`src/rtl/id_hazard_ctrl.sv`:
```
// ID/EX consumer-side hazard controller: RAW scoreboard,
// EX redirect flush and HALT drain sequencing.
module id_hazard_ctrl #(
    parameter int DEPTH       = 3,
    parameter int BYPASS_WB   = 0,
    parameter int STALL_CNT_W = 16
) (
    input  logic                   clk,
    input  logic                   rst,
    input  logic                   id_valid,
    input  logic [2:0]             id_rs,
    input  logic                   id_rs_used,
    input  logic [2:0]             id_rt,
    input  logic                   id_rt_used,
    input  logic                   id_regwrt,
    input  logic [2:0]             id_write_reg,
    input  logic                   id_halt,
    input  logic                   ex_redirect,
    output logic                   stall,
    output logic                   bubble,
    output logic                   flush_ifid,
    output logic                   halted,
    output logic [STALL_CNT_W-1:0] stall_count,
    output logic [7:0]             sb_busy
);

    localparam int CW   = $clog2(DEPTH) + 1;
    localparam int NCMP = (BYPASS_WB != 0) ? DEPTH - 1 : DEPTH;

    typedef enum logic [1:0] {
        RUN    = 2'd0,
        DRAIN  = 2'd1,
        HALTED = 2'd2
    } state_t;

    state_t          state;
    state_t          state_nxt;
    logic [CW-1:0]   drain_cnt;
    logic [CW-1:0]   drain_cnt_nxt;
    logic [DEPTH-1:0] sb_v;
    logic [2:0]      sb_r [DEPTH];
    logic            match_rs;
    logic            match_rt;
    logic            hazard;
    logic            accept;

    // Compare decode sources against the older in-flight destinations
    always_comb begin
        match_rs = 1'b0;
        match_rt = 1'b0;
        for (int i = 0; i < NCMP; i++) begin
            if (sb_v[i] && sb_r[i] == id_rs) match_rs = 1'b1;
            if (sb_v[i] && sb_r[i] == id_rt) match_rt = 1'b1;
        end
        hazard = id_valid &
                 ((id_rs_used & match_rs) | (id_rt_used & match_rt));
    end

    // One-hot summary of every valid destination in flight
    always_comb begin
        sb_busy = 8'h00;
        for (int i = 0; i < DEPTH; i++) begin
            if (sb_v[i]) sb_busy[sb_r[i]] = 1'b1;
        end
    end

    // Next state and per-state pipeline control
    always_comb begin
        state_nxt     = state;
        drain_cnt_nxt = drain_cnt;
        stall         = 1'b0;
        bubble        = 1'b0;
        flush_ifid    = 1'b0;
        halted        = 1'b0;
        accept        = 1'b0;
        unique case (state)
            RUN: begin
                if (ex_redirect) begin
                    bubble     = 1'b1;
                    flush_ifid = 1'b1;
                end else if (hazard) begin
                    stall  = 1'b1;
                    bubble = 1'b1;
                end
                accept = id_valid & ~ex_redirect & ~hazard;
                if (accept && id_halt) begin
                    state_nxt     = DRAIN;
                    drain_cnt_nxt = '0;
                end
            end
            DRAIN: begin
                stall         = 1'b1;
                bubble        = 1'b1;
                drain_cnt_nxt = drain_cnt + 1'b1;
                if (drain_cnt == CW'(DEPTH - 1)) state_nxt = HALTED;
            end
            HALTED: begin
                stall  = 1'b1;
                bubble = 1'b1;
                halted = 1'b1;
            end
            default: state_nxt = RUN;
        endcase
    end

    // State and drain counter registers
    always_ff @(posedge clk or negedge rst) begin
        if (!rst) begin
            state     <= RUN;
            drain_cnt <= '0;
        end else begin
            state     <= state_nxt;
            drain_cnt <= drain_cnt_nxt;
        end
    end

    // Shift the scoreboard one stage; bubbles enter as invalid
    always_ff @(posedge clk or negedge rst) begin
        if (!rst) begin
            sb_v <= '0;
            for (int i = 0; i < DEPTH; i++) sb_r[i] <= 3'd0;
        end else begin
            for (int i = DEPTH - 1; i > 0; i--) begin
                sb_v[i] <= sb_v[i-1];
                sb_r[i] <= sb_r[i-1];
            end
            sb_v[0] <= accept & id_regwrt;
            sb_r[0] <= (accept & id_regwrt) ? id_write_reg : 3'd0;
        end
    end

    // Saturating count of hazard stalls seen while running
    always_ff @(posedge clk or negedge rst) begin
        if (!rst) begin
            stall_count <= '0;
        end else if (state == RUN && stall && !(&stall_count)) begin
            stall_count <= stall_count + 1'b1;
        end
    end

endmodule

```
`config.mk`:
```
export PLATFORM = sky130hd
export DESIGN_NAME = id_hazard_ctrl
export DESIGN_NICKNAME = d
export VERILOG_FILES = /design/src/rtl/id_hazard_ctrl.sv
export SDC_FILE = /design/constraint.sdc
export NUM_CORES = 1
export LEC_CHECK = 0
export CORE_AREA = 2 2 74 76
export DETAILED_ROUTE_END_ITERATION = 10
export DIE_AREA = 0 0 76 78
export HOLD_SLACK_MARGIN = 0.12
export PLACE_DENSITY_LB_ADDON = 0.3
export SYNTH_ARGS = -nofsm -noshare
export SYNTH_HDL_FRONTEND = slang
export SYNTH_SLANG_ARGS = --single-unit
```
`constraint.sdc`:
```
create_clock -name clk -period 2.6 [get_ports clk]
set_input_delay 0.52 -clock clk [delete_from_list [all_inputs] [get_ports clk]]
set_output_delay 0.52 -clock clk [all_outputs]
set_load 0.005 [all_outputs]
```
==> impl_metrics.py, run 1 <==
metrics = {
    "status": {
        "status": "completed",
    },
    "sta": {
        "setup_viol": 0,
        "tightest_slew_ns": 0.407,
        "hold_viol_final": 0,
        "fmax_mhz": 390,
        "min_period_over_period": 0.987,
        "skew_ns": 0.00428,
        "relSlewSlack": 0.725,
        "fin_tns_setup_ns": 0,
        "slew_viol_final": 0,
        "rsz0062_at_grt": "true",
        "layout_min_cycle_time_ns": 2.57,
        "timing.hold.ws_ns": 0.500,
    },
    "grt": {
        "use_met1": 0.300,
        "top_usage_layer": "met2",
        "grt_antenna_before_repair": 0,
        "use_met3": 0.0419,
        "grt_pass1_wl_um": 11100,
        "use_met2": 0.395,
        "grt_remaining_overflow": 0,
        "grt_pass1_vias": 2386,
        "grt_max_degree": 34,
        "grt_usage": 0.231,
    },
    "die": {
        "core_um2": 5040,
        "rows": 26,
        "io_pins": 45,
        "start_util": 0.491,
        "die_x_um": 76,
        "fp.dieH_um": 78,
        "die-area_um2": 5930,
    },
    "hold_path": {
        "worstHoldStart": "sb_r[7]",
        "holdPathStages": 0,
        "hold_class": "register to register",
        "min_to": "sb_r[4]",
    },
    "yosys": {
        "synth-main-ff-cell": "dfrtp_1",
        "syn_nets": 300,
        "seq_area_frac_synth": 0.333,
        "async_reset_ff_frac": 1.00,
        "synth_edf_count": 0,
        "synth_cell_types": 56,
        "syn-mean-instance-area_um2": 8.98,
        "ys_warn_count": 0,
        "ys_seq_elements": 33,
        "syn_inst": 276,
        "syn_area_um2": 2480,
    },
    "clock_tree": {
        "clk_latency_ns": 0.28,
        "path_clk_slew_ns": 0.07,
        "cts_hold_buf": 0,
        "cts-root-buf": "clkbuf_8",
        "htreeDepth": 2,
        "cts_tree": "yes",
        "cts.sinks": 33,
        "cts-buffers-inserted": 5,
        "clockBufferDepth": 2,
    },
    "pwr": {
        "leakagePower_nw": 1.35,
        "p_per_area_nw_per_um2": 730,
        "vdd_ir_drop_max_uv": 655,
    },
    "layout": {
        "seqCellArea_um2": 827,
        "stdcell_area_um2": 3270,
        "fillCellCount": 429,
        "drive_gt1_frac": 0.219,
        "area_growth_pct": 32.0,
        "multi_input_area_um2": 1620,
        "nets": 359,
        "diodes": 0,
        "final_cells": 404,
    },
    "worst_setup_path": {
        "required_ns": 2.08,
        "reg2reg_slack_ns": 0.46,
        "r2r-start": "state[0]",
        "startpoint_type": "input pin",
        "worstSetupPathType": "input pin to primary output",
        "cp-startpoint": "id_rs[0]",
        "cp_data_arrival_time_ns": 2.05,
        "critPathCaptureType": "primary output",
        "r2r_end": "stall_count[1]",
        "crit_fanout": 3,
        "r2r_cells": 8,
    },
    "place": {
        "place_congestion": 0.920,
        "io_buffers": 44,
        "dp_hpwl_um": 4910,
        "place_area_um2": 3110,
        "dp_cells": 396,
    },
    "job": {
        "drv_cap": 0,
    },
    "routing": {
        "drt_iter0_drc": 172,
        "ant_nets": 0,
        "dr.pass1.iters": 5,
        "drc": 0,
        "viasPerCell": 6.22,
        "drt_wl_total_um": 6760,
        "via_count": 2511,
        "wl_per_cell_um": 16.7,
    },
}
per-layer routing:
metal / vias to the layer above / wire (um)
met2: 106 / 3260
met5: - / 0
met4: 0 / 64
met1: 1206 / 3000
li1: 1191 / -
met3: 8 / 437
registers in the layout (all words and copies together) (netlist names):
signal	cells
drain_cnt	3
sb_r	9
sb_v	3
stall_count	16
state	2
report_power, final:
group          leakage (nW)  internal, mW  total [mW]  switching [mW]
Clock                0.0399         0.176       0.353           0.177
Sequential            0.402         0.656       0.858           0.203
Combinational         0.906         0.599        1.18           0.577
Total                  1.35          1.43        2.39           0.957
final cells by class:
class                      count  area share
clock buffer                   5      0.0210
clock inverter                 1     0.00153
timing repair buffer          74       0.195
multi-input combinational    214       0.494
tap                           70      0.0268
sequential                    33       0.253
inverter                       7     0.00803
cell families after synthesis:
family	count (synthesis)	synth area share
buffers and inverters	29	0.0535
DFF	33	0.333
xor gates and xnor gates	20	0.0707
and+or+nand+nor	109	0.265
adders and majority gates	7	0.0354
muxes	6	0.0258
AOI/OAI and AO/OA	72	0.217
placed cells by master (no fill, tap or decap), types with 6 or more instances in the layout:
cell / Yosys / layout
ha_1: 7 / 7
nand2_1: 15 / 15
inv_1: 7 / 6
nor2_1: 13 / 13
and4_1: 10 / 10
xnor2_2: 0 / 10
o311ai_0: 8 / 8
nand4_1: 12 / 12
xnor2_1: 20 / 10
o21ai_0: 8 / 7
o31ai_1: 13 / 13
dfrtp_1: 33 / 32
nor2b_1: 6 / 6
nor3_1: 8 / 7
buf_4: 0 / 30
nand3_1: 10 / 10
o22ai_1: 6 / 6
clkdlybuf4s50_1: 0 / 35
worst max-delay path: stages:
cell	delay [ns]
dlygate4sd2_1	0.28
xnor2_1	0.16
and4_1	0.24
o31a_1	0.33
o21ai_2	0.17
a211oi_1	0.09
dlygate4sd2_1	0.26
cells in the mapped netlist, drive strengths merged, types with 2 or more instances:
library cell	count	area, um2
dfrtp	33	826
xnor2	20	175
nand2	15	56.3
buf	13	71.3
nor2	13	48.8
o31ai	13	97.6
nand4	12	75.1
and4	11	97.6
nand3	11	60.1
clkbuf	9	35.0
nor3	8	40.0
o21ai	8	40.0
o311ai	8	70.1
a31oi	7	43.8
ha	7	87.6
inv	7	26.3
nor2b	6	37.5
o22ai	6	37.5
a21oi	5	25.0
and3	5	32.5
nand2b	5	31.3
or3	5	33.8
a211oi	4	30.0
or4	4	37.5
a311o	3	31.3
mux2	3	33.8
mux2i	3	30.0
nand3b	3	22.5
o211a	3	30.0
or2	3	18.8
a31o	2	17.5
a41oi	2	17.5
and2	2	12.5
and3b	2	17.5
nand4b	2	17.5
o211ai	2	15.0
o31a	2	17.5
how the worst max path moves through the flow:
stage,slack [ns],cells past startpoint,to
final,0.03,7,bubble
after floorplan,0.48,9,stall
after global placement,-0.47,7,bubble
after detailed placement,-0.49,7,bubble
after CTS,-0.006,8,bubble
after global routing,-0.02,7,bubble
what timing repair did:
item	4_1_cts	5_1_grt
resized for setup	16	19
setup buffers	2	0
pin swaps	6	1
setup endpoints to repair	2	2
endpoints found under the hold margin	0	0
per-stage QoR:
| step | total power [mW] | setup slack (ns) | util |
|---|---|---|---|
| floorplan | 1.46 | 0.476 | - |
| global placement | 1.99 | -0.473 | 0.617 |
| detailed placement | 2.01 | -0.492 | 0.617 |
| CTS | 2.37 | -0.00648 | 0.638 |
| global route | 2.57 | -0.0169 | 0.649 |
| finish | 2.39 | 0.0328 | 0.649 |
No activity file was read; power rests on OpenSTA's default activity.
==> run 2, diff against run 1 <==
--- a/config.mk
+++ b/config.mk
@@ -10,6 +10,7 @@
 export DIE_AREA = 0 0 76 78
 export HOLD_SLACK_MARGIN = 0.12
 export PLACE_DENSITY_LB_ADDON = 0.3
+export SLEW_MARGIN = 30
 export SYNTH_ARGS = -nofsm -noshare
 export SYNTH_HDL_FRONTEND = slang
 export SYNTH_SLANG_ARGS = --single-unit
==> results of run 2 <==
No change in the layout: final DEF, timing and power equal those of run 1.
